### src/rtl/edge_freq_counter.sv
// Gated rising-edge counter: counts edges of an asynchronous slow signal over a
// 2^pGATE_BITS-cycle window in the clk domain and publishes the last completed count.
module edge_freq_counter #(
   parameter int unsigned pGATE_BITS   = 23,
   parameter int unsigned pCNT_WIDTH   = 32,
   parameter int unsigned pSYNC_STAGES = 2
) (
   input  logic                  clk,
   input  logic                  reset,
   input  logic                  enable,
   input  logic                  clear_i,
   input  logic                  sig_in,
   output logic [pCNT_WIDTH-1:0] freq_o,
   output logic                  valid_o,
   output logic                  overflow_o,
   output logic                  update_o,
   output logic                  busy_o
);

   localparam int unsigned SYNC_MSB = pSYNC_STAGES - 1;
   localparam logic [pGATE_BITS-1:0] GATE_LAST = '1;
   localparam logic [pCNT_WIDTH-1:0] CNT_MAX   = '1;

   typedef enum logic [1:0] {
      IDLE  = 2'd0,
      GATE  = 2'd1,
      LATCH = 2'd2
   } state_t;

   state_t                  state, state_nxt;
   logic [pSYNC_STAGES-1:0] sync_q;
   logic                    sync_d;
   logic                    edge_c;
   logic [pGATE_BITS-1:0]   gate_cnt, gate_cnt_nxt;
   logic [pCNT_WIDTH-1:0]   edge_cnt, edge_cnt_nxt;
   logic                    win_ovf, win_ovf_nxt;
   logic [pCNT_WIDTH-1:0]   freq_nxt;
   logic                    valid_nxt, ovf_nxt, update_nxt, busy_nxt;

   // Synchroniser and edge-detect flop run in every state so entering GATE never sees a false edge.
   always_ff @(posedge clk) begin
      if (reset) begin
         sync_q <= '0;
         sync_d <= 1'b0;
      end else begin
         sync_q <= {sync_q[pSYNC_STAGES-2:0], sig_in};
         sync_d <= sync_q[SYNC_MSB];
      end
   end

   assign edge_c = sync_q[SYNC_MSB] & ~sync_d;

   always_ff @(posedge clk) begin
      if (reset) begin
         state      <= IDLE;
         gate_cnt   <= '0;
         edge_cnt   <= '0;
         win_ovf    <= 1'b0;
         freq_o     <= '0;
         valid_o    <= 1'b0;
         overflow_o <= 1'b0;
         update_o   <= 1'b0;
         busy_o     <= 1'b0;
      end else begin
         state      <= state_nxt;
         gate_cnt   <= gate_cnt_nxt;
         edge_cnt   <= edge_cnt_nxt;
         win_ovf    <= win_ovf_nxt;
         freq_o     <= freq_nxt;
         valid_o    <= valid_nxt;
         overflow_o <= ovf_nxt;
         update_o   <= update_nxt;
         busy_o     <= busy_nxt;
      end
   end

   // Next state, counters and result registers; clear_i overrides everything below it.
   always_comb begin
      state_nxt    = state;
      gate_cnt_nxt = gate_cnt;
      edge_cnt_nxt = edge_cnt;
      win_ovf_nxt  = win_ovf;
      freq_nxt     = freq_o;
      valid_nxt    = valid_o;
      ovf_nxt      = overflow_o;
      update_nxt   = 1'b0;

      unique case (state)
         IDLE: begin
            gate_cnt_nxt = '0;
            edge_cnt_nxt = '0;
            win_ovf_nxt  = 1'b0;
            if (enable) state_nxt = GATE;
         end
         GATE: begin
            if (!enable) begin
               state_nxt    = IDLE;
               gate_cnt_nxt = '0;
               edge_cnt_nxt = '0;
               win_ovf_nxt  = 1'b0;
            end else begin
               gate_cnt_nxt = gate_cnt + pGATE_BITS'(1);
               if (edge_c) begin
                  if (edge_cnt == CNT_MAX) win_ovf_nxt = 1'b1;
                  else edge_cnt_nxt = edge_cnt + pCNT_WIDTH'(1);
               end
               if (gate_cnt == GATE_LAST) state_nxt = LATCH;
            end
         end
         LATCH: begin
            freq_nxt     = edge_cnt;
            valid_nxt    = 1'b1;
            update_nxt   = 1'b1;
            ovf_nxt      = overflow_o | win_ovf;
            gate_cnt_nxt = '0;
            edge_cnt_nxt = '0;
            win_ovf_nxt  = 1'b0;
            state_nxt    = enable ? GATE : IDLE;
         end
         default: state_nxt = IDLE;
      endcase

      if (clear_i) begin
         freq_nxt     = '0;
         valid_nxt    = 1'b0;
         ovf_nxt      = 1'b0;
         update_nxt   = 1'b0;
         gate_cnt_nxt = '0;
         edge_cnt_nxt = '0;
         win_ovf_nxt  = 1'b0;
         state_nxt    = enable ? GATE : IDLE;
      end

      busy_nxt = (state_nxt != IDLE);
   end

endmodule

### config.mk
export PLATFORM = sky130hd
export DESIGN_NAME = edge_freq_counter
export DESIGN_NICKNAME = d
export VERILOG_FILES = /design/src/rtl/edge_freq_counter.sv
export SDC_FILE = /design/constraint.sdc
export NUM_CORES = 1
export LEC_CHECK = 0
export ABC_AREA = 1
export CAP_MARGIN = 20
export CORE_ASPECT_RATIO = 1.2
export CORE_MARGIN = 5
export CORE_UTILIZATION = 40
export CTS_CLUSTER_SIZE = 40
export DETAILED_ROUTE_END_ITERATION = 10
export GPL_TIMING_DRIVEN = 0
export SLEW_MARGIN = 20
export SYNTH_ARGS = -nofsm -noshare
export SYNTH_HDL_FRONTEND = slang
export SYNTH_SLANG_ARGS = --single-unit
### constraint.sdc
create_clock -name clk -period 1.85 [get_ports clk]
set_input_delay 0.2775 -clock clk [delete_from_list [all_inputs] [get_ports clk]]
set_output_delay 0.2775 -clock clk [all_outputs]
set_load 0.02 [all_outputs]
; ---- After elaboration in Yosys (flattened, before gate mapping)
; Cells that the tools add are included.
[word_totals]
wordCells = 47
out_inout_bits = 36
register_bits = 97
inputBits = 5
[op_classes]
bitwise = 3
eq_ne = 7
n_mux = 17
n_reduce_logical = 7
add_sub_neg = 2
[op_table]
columns = op, count
row1 = 32-bit two-way mux, 3
row2 = 32-bit case mux with 2 select lines, 1
row3 = 23-bit case mux with 2 select lines, 1
row4 = "32-bit by 1-bit adder with 32-bit output, second input constant", 1
row5 = "32-bit == test, second input constant", 1
row6 = "23-bit by 1-bit adder with 23-bit output, second input constant", 1
row7 = "23-bit == test, second input constant", 1
row8 = 23-bit two-way mux, 1
row9 = "3-bit inequality test, second input constant", 3
row10 = 2-bit two-way mux, 4
row11 = 2-bit case mux with 3 select lines, 1
row12 = 3-bit AND reduction, 2
row13 = 1-bit two-way mux, 5
row14 = 2-bit nonzero test, 2
row15 = 2-bit OR reduction, 2
row16 = "2-bit by 1-bit == test with 1-bit output, second input constant", 1
row17 = "2-bit == test, second input constant", 1
row18 = 2-bit logical NOT, 1
row19 = 1-bit case mux with 2 select lines, 1
row20 = 1-bit AND, 1
row21 = 1-bit NOT, 1
row22 = 1-bit bitwise OR, 1

; ---- Logic depth before layout (Yosys ltp)
; Gate-level depths: netlist (run 1).
[depth]
ltp_word = 6
depth_mapped = 12
depth_no_buf = 12

; ---- Worst setup path after synthesis (run 1)
; OpenSTA, ideal clock, no wires.
[synth_path]
path_kind = flip-flop to flip-flop
start = reg edge_cnt[1]
end = reg edge_cnt[17]
setup_ns = 0.113
synth_period_minus_slack_ns = 1.652
path_slack_ns = 0.198
path_stages_with_launch = 12
arrival_time_ns = 1.539
n_path_buf = 1
t_required_ns = 1.737
path_cell_list = dfxtp_1 ha_1 nand2_2 nor2_4 nand2_4 nor2_4 nand4_4 buf_2 nand3_1 nand2_1 inv_1 nor2_1
[synth_between]
elab_chain_cells = 5
word_cells_on_any_way = 8
cone_classes = add/sub (1) / eq/ne (2) / mux (4) / reduce/logical (1)
[synth_rtl]
columns = item, line
row1 = from (decl), 35  ; logic [pCNT_WIDTH-1:0] edge_cnt, edge_cnt_nxt;
row2 = from (signal assigned), 67  ; edge_cnt <= edge_cnt_nxt;
row3 = 32-bit by 1-bit adder with 32-bit output, 105  ; else edge_cnt_nxt = edge_cnt + pCNT_WIDTH'(1);
row4 = 32-bit two-way mux, 104  ; if (edge_cnt == CNT_MAX) win_ovf_nxt = 1'b1;
row5 = 32-bit two-way mux, 103  ; if (edge_c) begin
row6 = 32-bit two-way mux, 96  ; if (!enable) begin
row7 = 32-bit case mux with 2 select lines, 88  ; unique case (state)
; Several ways; a longest one is shown, not always the timed one. The select of a mux whose other input is x is not followed.
; A chain may end at the register's enable or synchronous reset.

; ---- Final worst setup path (run 1)
[layout_path]
start = reg edge_cnt[0]
end = reg edge_cnt[11]
; Same word-level chain as after synthesis.

==> results.md, run 1 <==
* Highest cell delay on the worst timing path at 0.36 ns
* Weighted congestion at the end of routability-driven global placement at 0.8714
* Crit end category: flip-flop
* Number of warnings reported in the yosys synthesis log at 0
* Row cnt at 43
* Wire length of the first global-routing pass at 22200 um
* Pre-antenna DRT Iters at 5
* Mapped Avg Cell Area at 6.745 sq um
* Share of synthesized registers carrying an async set or reset at 0%
* Ratio of final minimum period to clock period at 93.77%
* HP Class: in -> reg
* Number of top-level design ports at 41
* Largest area contributor in the synthesized netlist: sky130_fd_sc_hd__dfxtp_1
* Total via count in the routed design at 4659
* Hold path start: enable
* Worst slew pin tran at 0.6041 ns
* Portion of synthesized cell area occupied by the leading cell type at 41.84%
* Maximum fanout along the worst path at 10
* Post-route core utilization at 49.73%
* Area Growth Syn to Fin at 22.81%
* Net count after synthesis at 695
* Vias/cell at 5.142
* Unique cell type count in the Yosys netlist at 36
* Power per Cell Area at 703.5 nW/um^2
* Number of buffers inserted by port buffering at 40
* Post-route DRC violation count at 0
* Buf+Inv Stages, Crit Path at 1
* Height of the die at 128.0 um
* Cells on Worst Hold Path at 3
* Number of enable-type register cells in the synthesized netlist at 0
* Beginning of the worst register-to-register path: edge_cnt[0]
* Cell with the biggest individual delay on the critical path: sky130_fd_sc_hd__dfxtp_2
* Fin crit period at 1.735 ns
* Critical path, cell by cell: ha_4 -> nand2_2 -> nor2_4 -> nand2_4 -> nor2_4 -> nand4_4 -> nand2_4 -> buf_6 -> nor2_1 -> nand2_1 -> nand2_1 -> nor2_2
* Max Fclk at 576.4 MHz
* Number of instances in the synthesized netlist at 688
* Register-to-register setup slack at 0.12 ns
* Antenna violations before repair at 0
* CP Launch Type: flip-flop
* Fraction of final layout cells with drive strength greater than 1 at 11.48%
* Crit path max-delay family: simple AND/OR/NAND/NOR gates
* Top flip-flop cell by instance count after synthesis: sky130_fd_sc_hd__dfxtp_1
* Post-synthesis register bit count at 97
* Number of violations reported at the end of detailed-routing iteration 0 at 235
* Fin area at 5699 sq um
* Number of buffers on the longest clock path at 2
* Number of failing hold endpoints at the final stage at 0
* Max capacitance violation total at 0
* Worst skew pair latency at 0.34 ns
* Clock root cell: sky130_fd_sc_hd__clkbuf_16
* Cell types occupying the most area after synthesis: sky130_fd_sc_hd__dfxtp_1 (42%), sky130_fd_sc_hd__nand2_1 (12%), sky130_fd_sc_hd__nor2_1 (9.9%), sky130_fd_sc_hd__inv_1 (5.8%), sky130_fd_sc_hd__a21oi_1 (5.6%)
* Overall track demand over capacity in global routing at 20.17%
* Worst slack after detailed placement at -0.5634 ns
* TritonCTS buffer count at 9
* Clock transition at path regs at 0.07 ns
* Start point of the critical path: edge_cnt[0]
* Total of endpoints with negative setup slack in the final report at 0
* Floorplan die area at 13860 sq um
* Arrival time at the worst endpoint at 2.01 ns
* Area of placed instances at 5238 sq um
* Result of the run: complete, no violations
* Final Skew at 0.003828 ns
* Total power after layout at 4.009 mW
* Peak VDD IR at 0.3648 mV
* Endpoint of the most critical register-to-register path: edge_cnt[11]
* Routed WL at 13190 um
* Hold EP: state[0]
* Setup ws final at 0.1152 ns
* Die width at 108.3 um
* Post-detailed-placement half-perimeter wirelength at 9680 um
* Reg2reg path depth at 12
* Nets at 751
* TNS Setup at 0 ns
* Classification of the worst setup path: reg -> reg
* Number of global-route vias before repair at 4713
* Portion of the post-synthesis area used by sequential elements at 41.84%
* Slew Limit Headroom at 59.73%
* Routed wire length per instance at 14.56 um
* Count of pins over their slew limit at 0
* Maximum number of pins on one net before global-route repair at 16
* CTS tree: yes
* Post-synthesis instance area at 4641 sq um
* Clock sink total at 97
* Crit path required time at 2.13 ns
* H-tree depth reported by CTS at 3
* Effective utilization at floorplan at 40.50%
* Number of routed nets with antenna violations at 0
* Antenna fix cells at 0
* Total congestion overflow at 0
* Core Area at 11460 sq um
* Static leakage at 2.039 nW
-- synth_stat cells, types with 4 or more instances --
cell type and n:
sky130_fd_sc_hd__nand2_1 145, sky130_fd_sc_hd__nor2_1 122, sky130_fd_sc_hd__dfxtp_1 97, sky130_fd_sc_hd__inv_1 72, sky130_fd_sc_hd__a21oi_1 52, sky130_fd_sc_hd__nand3_1 44
sky130_fd_sc_hd__o21ai_0 44, sky130_fd_sc_hd__nand4_1 18, sky130_fd_sc_hd__nor2_2 12, sky130_fd_sc_hd__nor3_1 12, sky130_fd_sc_hd__clkbuf_1 10, sky130_fd_sc_hd__buf_2 5
sky130_fd_sc_hd__a221oi_1 4, sky130_fd_sc_hd__buf_1 4, sky130_fd_sc_hd__inv_2 4, sky130_fd_sc_hd__nor4_1 4, sky130_fd_sc_hd__o21ai_1 4
-- worst max-delay path by stage --
stage                     slack [ns]            to  cells after the start
final                           0.12  edge_cnt[11]                     12
after global routing           -0.07  gate_cnt[22]                      8
after CTS                      0.001  edge_cnt[17]                      7
after detailed placement       -0.56    freq_o[23]                      6
after global placement         -0.54    freq_o[19]                      6
after floorplan                 0.20  edge_cnt[17]                     11
-- state kept, by name, summed over array words and instances (netlist names) --
| register | cells |
|---|---|
| update_o | 1 |
| freq_o | 32 |
| sync_d | 1 |
| valid_o | 1 |
| edge_cnt | 32 |
| sync_q | 2 |
| win_ovf | 1 |
| overflow_o | 1 |
| state | 2 |
| gate_cnt | 23 |
| busy_o | 1 |
-- layer usage --
metal / vias up / global-route usage, % / share of wire, %
li1: 2358 / - / -
met5: - / 0 / 0
met1: 2145 / 23.87 / 43
met2: 114 / 34.81 / 49
met4: 0 / 10.33 / 3.9
met3: 42 / 3.476 / 3.8
-- cells in the final DEF, fill, tap and decap left out, types with 5 or more instances in the layout --
master	instances
sky130_fd_sc_hd__nand2_1	141
sky130_fd_sc_hd__nor2_1	113
sky130_fd_sc_hd__dfxtp_1	88
sky130_fd_sc_hd__inv_1	71
sky130_fd_sc_hd__a21oi_1	52
sky130_fd_sc_hd__nand3_1	43
sky130_fd_sc_hd__o21ai_0	43
sky130_fd_sc_hd__clkdlybuf4s50_1	39
sky130_fd_sc_hd__nand4_1	18
sky130_fd_sc_hd__nor2_2	13
sky130_fd_sc_hd__nor2_4	11
sky130_fd_sc_hd__nor3_1	10
sky130_fd_sc_hd__clkbuf_16	9
sky130_fd_sc_hd__clkbuf_1	8
sky130_fd_sc_hd__dfxtp_2	8
sky130_fd_sc_hd__nand2_2	6
sky130_fd_sc_hd__buf_4	6
sky130_fd_sc_hd__inv_2	5
sky130_fd_sc_hd__o21ai_1	5
-- stage by stage --
stage / cells / hold WS (ns)
floorplan: 688 / 0.3487
finish: 906 / 0.3045
CTS: 903 / 0.4163
detailed placement: 885 / 0.4051
global placement: 885 / 0.4003
global route: 906 / 0.3321
-- worst register-to-register path, cell delays in order, from the launching register on --
cell and delay, ns:
sky130_fd_sc_hd__dfxtp_2 0.36, sky130_fd_sc_hd__ha_4 0.15, sky130_fd_sc_hd__nand2_2 0.08, sky130_fd_sc_hd__nor2_4 0.16, sky130_fd_sc_hd__nand2_4 0.09, sky130_fd_sc_hd__nor2_4 0.13
sky130_fd_sc_hd__nand4_4 0.15, sky130_fd_sc_hd__nand2_4 0.12, sky130_fd_sc_hd__buf_6 0.16, sky130_fd_sc_hd__nor2_1 0.06, sky130_fd_sc_hd__nand2_1 0.08, sky130_fd_sc_hd__nand2_1 0.06
sky130_fd_sc_hd__nor2_2 0.07
-- power breakdown --
group          switching (mW)  leakage (nW)  internal (mW)  total, mW
sequential            0.00611         0.787           2.09       2.10
clock                   0.805         0.131          0.984       1.79
combinational          0.0862          1.12         0.0348      0.121
total                   0.898          2.04           3.11       4.01
-- final cells by class --
cell class | count | area [sq um]
Clock buffer | 12 | 256.5
Clock inverter | 4 | 27.53
Fill cell | 1173 | 5761
Multi-Input combinational cell | 493 | 2414
Tap cell | 157 | 196.4
Inverter | 76 | 285.3
Timing Repair Buffer | 45 | 437.9
Sequential cell | 97 | 1956
Buffer | 22 | 126.4
-- timing repair --
| action | 4_1_cts | 5_1_grt |
|---|---|---|
| pin swaps | 0 | 6 |
| resized for setup | 13 | 38 |
| cloned | 0 | 1 |
| setup buffers | 2 | 2 |
| hold buffers | 0 | 0 |
| endpoints found under the setup margin | 44 | 61 |
-- cell families (layout without fill, tap and decap cells) --
group | after synthesis | in the layout | share of synthesized area [%]
AOI/OAI and AO/OA | 117 | 117 | 13.62
adders and majority gates | 2 | 2 | 0.5391
buffers and inverters | 98 | 159 | 8.466
DFF | 97 | 97 | 41.84
and+or+nand+nor | 374 | 374 | 35.54
Note: power is estimated with default switching activity, not from simulation.
==> run 2, diff against run 1 <==
- CORE_UTILIZATION: 40 -> 50
- PLACE_DENSITY: unset -> 0.71
==> run 2 against run 1 <==
Wire length fell by 3.7%; sequential power barely moved; utilization rose by 11 points; via count barely moved; design area fell by 2.7%; clock-buffer cell count fell by 1; clock skew rose by 0.012 ns; register-to-register slack got worse by 0.06 ns; critical endpoint is now gate_cnt[22]; largest cell class unchanged.
==> results.md, run 2 (synthesized netlist as in run 1, its figures left out) <==
* Result of the run: complete, no violations
* Beginning of the worst register-to-register path: gate_cnt[0]
* Endpoint of the most critical register-to-register path: gate_cnt[22]
* Number of buffers on the longest clock path at 2
* RSZ-0062 raised after global routing: true
* Register-to-register setup slack at 0.06 ns
* Count of pins over their slew limit at 0
* Post-detailed-placement half-perimeter wirelength at 9189 um
* Cells on Worst Hold Path at 2
* Die width at 97.95 um
* HP Class: reg -> reg
* Number of routed nets with antenna violations at 0
* Max Fclk at 558.0 MHz
* Worst slew pin tran at 0.6783 ns
* Number of buffers inserted by port buffering at 40
* Weighted congestion at the end of routability-driven global placement at 0.9128
* Height of the die at 115.5 um
* Vias/cell at 5.359
* Number of failing hold endpoints at the final stage at 0
* Power per Cell Area at 622.9 nW/um^2
* Clock root cell: sky130_fd_sc_hd__clkbuf_8
* Overall track demand over capacity in global routing at 22.71%
* Post-route DRC violation count at 0
* H-tree depth reported by CTS at 3
* Highest cell delay on the worst timing path at 0.39 ns
* Fin crit period at 1.792 ns
* Total of endpoints with negative setup slack in the final report at 0
* Total congestion overflow at 0
* Hold_ws at 0.4100 ns
* Register share of total power at 60.7%
* Nets at 752
* Maximum number of pins on one net before global-route repair at 15
* Effective utilization at floorplan at 51.10%
* Total of hold buffers inserted after clock tree synthesis at 0
* Total power after layout at 3.454 mW
* CTS tree: yes
* Classification of the worst setup path: reg -> reg
* Final Instance Count excl. Fillers at 869
* Cell count after placement at 848
* Clock power frac at 35.7%
* Final Skew at 0.01551 ns
* Most frequent cells in the layout: sky130_fd_sc_hd__nand2_1 (143), sky130_fd_sc_hd__nor2_1 (114), sky130_fd_sc_hd__dfxtp_1 (89), sky130_fd_sc_hd__inv_1 (71), sky130_fd_sc_hd__a21oi_1 (52)
* Clock sink total at 97
* Static leakage at 2.004 nW
* Core Area at 9081 sq um
* Most common cell after layout, fill and taps aside: sky130_fd_sc_hd__nand2_1
* Ratio of final minimum period to clock period at 96.87%
* Fraction of final layout cells with drive strength greater than 1 at 10.55%
* Max capacitance violation total at 0
* Antenna fix cells at 0
* Hold path start: sync_q[0]
* Worst skew pair latency at 0.38 ns
* Arrival time at the worst endpoint at 2.07 ns
* Clock transition at path regs at 0.09 ns
* Floorplan die area at 11320 sq um
* Critical path, cell by cell: ha_1 -> nand4_1 -> nor2_2 -> nand2_1 -> nor2_4 -> nand4_1 -> nand2_1 -> a21oi_1
* Switching power total at 0.8136 mW
* Crit path required time at 2.13 ns
* Area Growth Syn to Fin at 19.47%
* Maximum fanout along the worst path at 6
* CP Launch Type: flip-flop
* Biggest regs: edge_cnt (32), freq_o (32), gate_cnt (23)
* Sequential cell area at 1954 sq um
* FILL cells at 882
* Number of global-route vias before repair at 4574
* Slew Limit Headroom at 54.78%
* TNS Setup at 0 ns
* Reg2reg path depth at 8
* Routed wire length per instance at 14.62 um
* Portion of total power attributed to combinational logic at 3.6%
* Peak VDD IR at 0.4878 mV
* TritonCTS buffer count at 9
* Switching share of power at 23.56%
* Routed WL at 12710 um
* Number of top-level design ports at 41
* Number of violations reported at the end of detailed-routing iteration 0 at 222
* P_int at 2.640 mW
* Crit end category: flip-flop
* Antenna violations before repair at 0
* Area of the multi-input gates at 2389 sq um
* Row cnt at 38
* Total via count in the routed design at 4657
* Pre-antenna DRT Iters at 6
* Wire length of the first global-routing pass at 20710 um
* Hold EP: sync_q[1]
* Cell with the biggest individual delay on the critical path: sky130_fd_sc_hd__dfxtp_1
-- run 2: cell types whose count changed in the layout (fill, tap and decap cells not counted), sizes merged --
cell	change
clkdlybuf4s50	+1
clkinv	+3
clkinvlp	-3
dlymetal6s2s	-1
-- run 2: power by group through the flow --
stage / Combinational [mW] / Clock (mW) / Sequential (mW)
after floorplan: 0.0666 / 0 / 2.15
after global placement: 0.112 / 0 / 2.15
after detailed placement: 0.113 / 0 / 2.15
after CTS: 0.115 / 1.26 / 2.10
after global routing: 0.136 / 1.38 / 2.10
final: 0.124 / 1.23 / 2.10
-- run 2: metal layers --
layer	share of wire (%)	vias to the layer above	GRT usage (%)	wire length, um
met5	0	-	0	0
met4	3.7	0	12.10	469
met3	4.8	36	3.793	608
li1	-	2358	-	-
met2	52	124	42.19	6564
met1	40	2139	24.70	5065
-- run 2: cell type report --
cell class	count	area share, %
clock buffers	11	2.550
multi-input cells	493	43.08
clock inverters	4	0.3611
plain buffers	22	2.325
well taps	120	2.708
flip-flops and latches	97	35.25
repair buffers	46	8.576
inverters	76	5.146
-- run 2: worst max-delay path by stage --
stage	end	startpoint	slack [ns]
3_5_place_dp	freq_o[29]	reset	-0.49
4_1_cts	edge_cnt[17]	reset	0.01
5_1_grt	state[1]	gate_cnt[0]	-0.006
3_3_place_gp	freq_o[30]	reset	-0.48
6_report	gate_cnt[22]	gate_cnt[0]	0.06
2_1_floorplan	edge_cnt[17]	edge_cnt[1]	0.20
-- run 2: repair_timing --
action | CTS | global route
resized for setup | 9 | 33
gates cloned | 0 | 1
pin swaps | 0 | 5
setup buffers | 1 | 4
endpoints found under the setup margin | 41 | 55
-- run 2: worst max-delay path, delay by kind of cell (launching register included) --
family          cells  cell delay [ns]
simple gates        6             1.01
flops               1             0.39
fa+ha+maj           1             0.22
compound gates      1             0.06
-- run 2: per-stage QoR --
stage,setup WS [ns],area (sq um),util (%)
after floorplan,0.1977,4641,-
after CTS,0.009624,5395,59.41
after global routing,-0.005719,5544,61.05
final,0.05793,5544,61.05
after detailed placement,-0.4896,5191,57.16
after global placement,-0.4773,5191,57.16
